--- config.mk ---
export PLATFORM = sky130hd
export DESIGN_NAME = fetch_align
export DESIGN_NICKNAME = d
export VERILOG_FILES = /design/src/rtl/riscv_pkg.sv /design/src/rtl/fetch_parcel_q.sv /design/src/rtl/fetch_align.sv
export SDC_FILE = /design/constraint.sdc
export NUM_CORES = 1
export LEC_CHECK = 0
export CAP_MARGIN = 25
export CORE_ASPECT_RATIO = 0.5
export CORE_MARGIN = 2
export CORE_UTILIZATION = 56
export CTS_CLUSTER_SIZE = 25
export DETAILED_ROUTE_END_ITERATION = 16
export PLACE_DENSITY = 0.84
export SYNTH_ARGS = -nofsm -noshare
export SYNTH_HDL_FRONTEND = slang
export SYNTH_SLANG_ARGS = --single-unit
export TNS_END_PERCENT = 10
--- constraint.sdc ---
create_clock -name clk -period 8.95 [get_ports clk]
set_input_delay 1.3425 -clock clk [delete_from_list [all_inputs] [get_ports clk]]
set_output_delay 1.3425 -clock clk [all_outputs]
set_load 0.01 [all_outputs]
--- src/rtl/riscv_pkg.sv ---
// Shared RISC-V instruction types plus the parcel helpers used by the fetch aligner.
package riscv_pkg;

    localparam int PARCEL_W = 16;

    typedef struct packed {
        logic [6:0] funct7;
        logic [4:0] rs2;
        logic [4:0] rs1;
        logic [2:0] funct3;
        logic [4:0] rd;
        logic [6:0] opcode;
    } r_fmt_t;

    typedef struct packed {
        logic [11:0] imm;
        logic [4:0]  rs1;
        logic [2:0]  funct3;
        logic [4:0]  rd;
        logic [6:0]  opcode;
    } i_fmt_t;

    typedef union packed {
        logic [31:0] raw;
        r_fmt_t      r;
        i_fmt_t      i;
    } instr_type;

    typedef struct packed {
        logic [2:0] funct3;
        logic       imm5;
        logic [4:0] rd;
        logic [4:0] imm;
        logic [1:0] op;
    } ci_fmt_t;

    typedef union packed {
        logic [15:0] raw;
        ci_fmt_t     ci;
    } cinstr_type;

    // Encodings of 48 bits and longer are not supported and fall into the 32-bit case.
    function automatic logic is_compressed(input logic [15:0] parcel);
        return parcel[1:0] != 2'b11;
    endfunction

endpackage

--- src/rtl/fetch_parcel_q.sv ---
// Four-entry 16-bit parcel queue; entry 0 is always the oldest parcel, so the head
// instruction candidate is simply the two lowest entries.
module fetch_parcel_q
    import riscv_pkg::*;
(
    input  logic                  clk,
    input  logic                  rst,
    input  logic                  i_flush,
    input  logic [1:0]            i_push_cnt,
    input  logic [2*PARCEL_W-1:0] i_push_data,
    input  logic [1:0]            i_pop_cnt,
    output logic [2*PARCEL_W-1:0] o_head,
    output logic [2:0]            o_count
);

    logic [PARCEL_W-1:0] r_q [4];
    logic [2:0]          r_count;

    logic [PARCEL_W-1:0] w_q_next [4];
    logic [2:0]          w_count_next;
    logic [2:0]          w_base;
    logic [1:0]          w_base_p1;

    // Shift out popped parcels first, then append pushed parcels behind the survivors.
    always_comb begin
        w_base       = r_count - {1'b0, i_pop_cnt};
        w_base_p1    = w_base[1:0] + 2'd1;
        w_count_next = w_base + {1'b0, i_push_cnt};
        w_q_next     = r_q;
        case (i_pop_cnt)
            2'd1:    w_q_next = '{r_q[1], r_q[2], r_q[3], r_q[3]};
            2'd2:    w_q_next = '{r_q[2], r_q[3], r_q[3], r_q[3]};
            default: w_q_next = r_q;
        endcase
        if (i_push_cnt != 2'd0) begin
            w_q_next[w_base[1:0]] = i_push_data[PARCEL_W-1:0];
        end
        if (i_push_cnt == 2'd2) begin
            w_q_next[w_base_p1] = i_push_data[2*PARCEL_W-1:PARCEL_W];
        end
    end

    always_ff @(posedge clk) begin
        if (rst) begin
            r_count <= 3'd0;
            r_q     <= '{default: '0};
        end else if (i_flush) begin
            r_count <= 3'd0;
        end else begin
            r_count <= w_count_next;
            r_q     <= w_q_next;
        end
    end

    assign o_head  = {r_q[1], r_q[0]};
    assign o_count = r_count;

endmodule

--- src/rtl/fetch_align.sv ---
// Fetch aligner: filters stale fetch words, splits them into parcels and hands
// decode one 16- or 32-bit instruction per cycle together with its PC.
module fetch_align
    import riscv_pkg::*;
#(
    parameter logic [31:0] RESET_PC = 32'h0000_0000
)
(
    input  logic        clk,
    input  logic        rst,
    input  logic        redirect_valid,
    input  logic [31:0] redirect_pc,
    input  logic        fetch_valid,
    output logic        fetch_ready,
    input  logic [31:0] fetch_addr,
    input  logic [31:0] fetch_data,
    output logic        instr_valid,
    input  logic        instr_ready,
    output logic [31:0] instr_data,
    output logic        instr_compressed,
    output logic [31:0] instr_pc
);

    logic [31:0] r_head_pc;
    logic [31:0] r_exp_addr;
    logic        r_skip_lo;

    logic [31:0] w_head;
    logic [2:0]  w_count;
    cinstr_type  w_head_parcel;
    instr_type   w_instr;
    logic        w_head_comp;
    logic        w_instr_fire;
    logic        w_fetch_fire;
    logic        w_accept;
    logic [1:0]  w_pop_cnt;
    logic [1:0]  w_push_cnt;
    logic [31:0] w_push_data;

    fetch_parcel_q u_queue (
        .clk         (clk),
        .rst         (rst),
        .i_flush     (redirect_valid),
        .i_push_cnt  (w_push_cnt),
        .i_push_data (w_push_data),
        .i_pop_cnt   (w_pop_cnt),
        .o_head      (w_head),
        .o_count     (w_count)
    );

    assign w_head_parcel = w_head[15:0];
    assign w_head_comp   = is_compressed(w_head_parcel.raw);

    assign instr_valid = !rst && ((w_count >= 3'd1 && w_head_comp) || w_count >= 3'd2);
    assign fetch_ready = !rst && (w_count <= 3'd2);

    assign w_instr_fire = instr_valid && instr_ready;
    assign w_fetch_fire = fetch_valid && fetch_ready;
    // Words at any other address are stale prefetch and are swallowed without a push.
    assign w_accept     = w_fetch_fire && !redirect_valid && (fetch_addr == r_exp_addr);

    always_comb begin
        w_pop_cnt   = 2'd0;
        w_push_cnt  = 2'd0;
        w_push_data = fetch_data;
        if (w_instr_fire && !redirect_valid) begin
            w_pop_cnt = w_head_comp ? 2'd1 : 2'd2;
        end
        if (w_accept) begin
            w_push_cnt = r_skip_lo ? 2'd1 : 2'd2;
        end
        if (r_skip_lo) begin
            w_push_data = {16'h0000, fetch_data[31:16]};
        end
    end

    always_comb begin
        w_instr.raw = w_head;
        if (w_head_comp) begin
            w_instr.raw = {16'h0000, w_head[15:0]};
        end
    end

    assign instr_data       = w_instr.raw;
    assign instr_compressed = w_head_comp;
    assign instr_pc         = r_head_pc;

    always_ff @(posedge clk) begin
        if (rst) begin
            r_head_pc  <= {RESET_PC[31:1], 1'b0};
            r_exp_addr <= {RESET_PC[31:2], 2'b00};
            r_skip_lo  <= RESET_PC[1];
        end else if (redirect_valid) begin
            r_head_pc  <= redirect_pc & ~32'h1;
            r_exp_addr <= redirect_pc & ~32'h3;
            r_skip_lo  <= redirect_pc[1];
        end else begin
            if (w_instr_fire) begin
                r_head_pc <= r_head_pc + (w_head_comp ? 32'd2 : 32'd4);
            end
            if (w_accept) begin
                r_exp_addr <= r_exp_addr + 32'd4;
                r_skip_lo  <= 1'b0;
            end
        end
    end

endmodule

==> results.sh <==
export IMPL_tritoncts="yes"
export IMPL_drtIter0Drc=812
export IMPL_worst_pin_slew_ps=1090
export IMPL_crit_required_ps=9210
export IMPL_setup_viol=0
export IMPL_fmax_mhz=178
export IMPL_grt_setup_unrepaired="false"
export IMPL_end_kind="register"
export IMPL_cts_setup_buffers=0
export IMPL_hpwl_um=16300
export IMPL_cpPeakStageDelay_ps=940
export IMPL_synth_distinct_cells=69
export IMPL_crit_chain="clkdlybuf4s50_1 > buf_4 > a2111oi_4 > buf_4 > nand2_1 > fa_1 > inv_1 > nand4_2 > or3_1 > nand2_1 > o21ai_0"
export IMPL_via_per_inst=6.15
export IMPL_cts_sinks=129
export IMPL_final_common_cell="clkdlybuf4s50_1"
export IMPL_n_antenna_cell=0
export IMPL_grt_use_total_pct=32.2
export IMPL_synthFlopType="dfxtp_1"
export IMPL_dp_cells=1293
export IMPL_fin_crit_ps=5630
export IMPL_fp_dieArea_um2=15400
export IMPL_area_delta_synth_final_pct=27.2
export IMPL_grt_max_degree=89
export IMPL_coreArea_um2=13800
export IMPL_die_x_um=174
export IMPL_final_util_pct=74.3
export IMPL_path_clk_slew_ps=60
export IMPL_drt_antenna_violating_nets=0
export IMPL_ir_worst_vdd_uv=117
export IMPL_synth_edf_count=0
export IMPL_cap_violations=0
export IMPL_route_detailed_drc=0
export IMPL_synthCells=1004
export IMPL_p_per_area_nw_per_um2=147
export IMPL_wl_per_cell_um=18.7
export IMPL_final_cells=1325
export IMPL_routed_wirelength_um=24700
export IMPL_ys_seq_area_share_pct=32.0
export IMPL_numCtsBuffers=17
export IMPL_maxSlewHeadroom_pct=27.6
export IMPL_cts_resized=0
export IMPL_async_reset_ff_share_pct=0
export IMPL_nets=1229
export IMPL_io_pins=168
export IMPL_crit_slowest_cell="or3_1"
export IMPL_arrival_ps=5890
export IMPL_cp_start_kind="input port"
export IMPL_drt_pass1_iterations=8
export IMPL_clk_path_buf_depth=2
export IMPL_gp_congestion=0.949
export IMPL_hold_violations=0
export IMPL_ys_warn_count=0
export IMPL_syn_nets=1113
export IMPL_hold_buffers=0
export IMPL_io_buffers=165
export IMPL_grt_pass1_vias=7861
export IMPL_htree_levels=4
export IMPL_finalMaxSlewViolations=0
export IMPL_status="finished, final reports clean"
export IMPL_p_leak_nw=3.73
export IMPL_rows=30
export IMPL_pre_cts_slack_ps=2880
export IMPL_synth_seq_cells=129
export IMPL_die_height_um=88.9
export IMPL_grt_overflow=0
export IMPL_drive_gt1_share_pct=6.35
export IMPL_final_cell_mix="164 x clkdlybuf4s50_1, 139 x nand2_1, 129 x dfxtp_1, 85 x mux2i_1, 74 x nor2_1"
export IMPL_final_setup_tns_ps=0
export IMPL_antenna_found_initial=0
export IMPL_fillerInstances=1057
export IMPL_min_period_over_period_pct=62.9
export IMPL_cp_max_fo=81
export IMPL_setup_slack_ps=3320
export IMPL_start_util_pct=58.4
export IMPL_grt_pass1_wl_um=39700
export IMPL_criticalPathCategory="input port to register"
export IMPL_synth_area_um2=8070
export IMPL_num_vias=8149
export IMPL_fin_skew_ps=9.74
export IMPL_avgSynthCellArea_um2=8.03
export IMPL_clock_latency_ps=420
export IMPL_min_path_type="register to register"
export IMPL_cts_root_buf="clkbuf_16"
[layer usage]
layer  vias to the layer above  part of all wire [%]  GRT usage (%)
li1                       3788                     -              -
met1                      3840                    41           39.9
met2                       449                    47           56.1
met3                        72                   8.7           5.63
met4                         0                   3.2           14.7
met5                         -                     0              0
[critical path, delay by kind of cell]
kind	cells	cell delay [ps]
AND/OR/NAND/NOR	4	2010
adder cells (fa/ha/maj)	1	530
buffers and inverters	4	1540
AO/OA/AOI/OAI	2	440
[synthesized netlist by cell type, drive strengths merged, types with 8 or more instances]
| library cell | n | area, µm² |
|---|---|---|
| dfxtp | 129 | 2580 |
| a21o | 17 | 128 |
| a22o | 16 | 140 |
| nand4 | 21 | 138 |
| nand2 | 139 | 522 |
| a21boi | 21 | 158 |
| inv | 26 | 97.6 |
| mux2i | 85 | 851 |
| clkbuf | 46 | 176 |
| a31oi | 11 | 68.8 |
| a221o | 16 | 160 |
| xor2 | 14 | 123 |
| a21oi | 33 | 165 |
| or3 | 9 | 58.8 |
| o211ai | 17 | 128 |
| nor3 | 15 | 91.3 |
| nor4 | 8 | 80.1 |
| nand3 | 56 | 293 |
| buf | 36 | 251 |
| nor2 | 78 | 308 |
| o21ai | 68 | 340 |
| xnor2 | 53 | 464 |
| and3 | 27 | 173 |
[metrics by stage]
| step | total power [W] | hold slack (ps) | area [µm²] |
|---|---|---|---|
| detailed placement | 0.000791 | 496 | 9650 |
| CTS | 0.00150 | 512 | 10300 |
| finish | 0.00151 | 517 | 10300 |
| global route | 0.00154 | 546 | 10300 |
| floorplan | 0.000697 | 476 | 8070 |
| global placement | 0.000787 | 491 | 9630 |
[logic make-up (layout without fill, tap and decap cells)]
family | Yosys count | count (layout) | synth area share, %
AND/OR/NAND/NOR | 379 | 379 | 23.3
AO/OA/AOI/OAI | 224 | 224 | 18.6
flip-flops | 129 | 129 | 32.0
buffers and inverters | 111 | 240 | 6.72
multiplexers | 85 | 85 | 10.5
XOR/XNOR | 67 | 67 | 7.27
adder cells (fa/ha/maj) | 8 | 8 | 1.52
other | 1 | 1 | 0.0465
[area by class of cell]
cell class	count	area, µm²	area share (%)
flip-flops and latches	129	2580	25.2
well taps	192	240	2.34
multi-input cells	764	4960	48.3
clock inverters	13	161	1.57
repair buffers	180	1770	17.2
clock buffers	19	443	4.32
inverters	28	105	1.02
[power by group]
group / leakage (nW) / switching (W) / internal [W]
registers: 1.05 / 0.0000243 / 0.000592
clock network: 0.285 / 0.000277 / 0.000446
logic: 2.40 / 0.0000781 / 0.0000891
[path summary, 6_finish.rpt]
check | slack (ps) | cells past startpoint | start | to
setup reg to reg | 3980 | 10 | u_queue.o_head[1] | u_queue.o_head[26]
hold / removal | 520 | 1 | u_queue.r_q[5] | u_queue.r_q[5]
setup / recovery | 3320 | 11 | redirect_valid | u_queue.o_head[26]
hold reg to reg | 520 | 1 | u_queue.r_q[5] | u_queue.r_q[5]
[flip-flops by register name (all words and copies together), names as in the netlist]
signal	flops
instr_pc	31
r_exp_addr	30
r_skip_lo	1
u_queue.o_count	3
u_queue.o_head	32
u_queue.r_q	32
(Power assumes the default switching activity.)
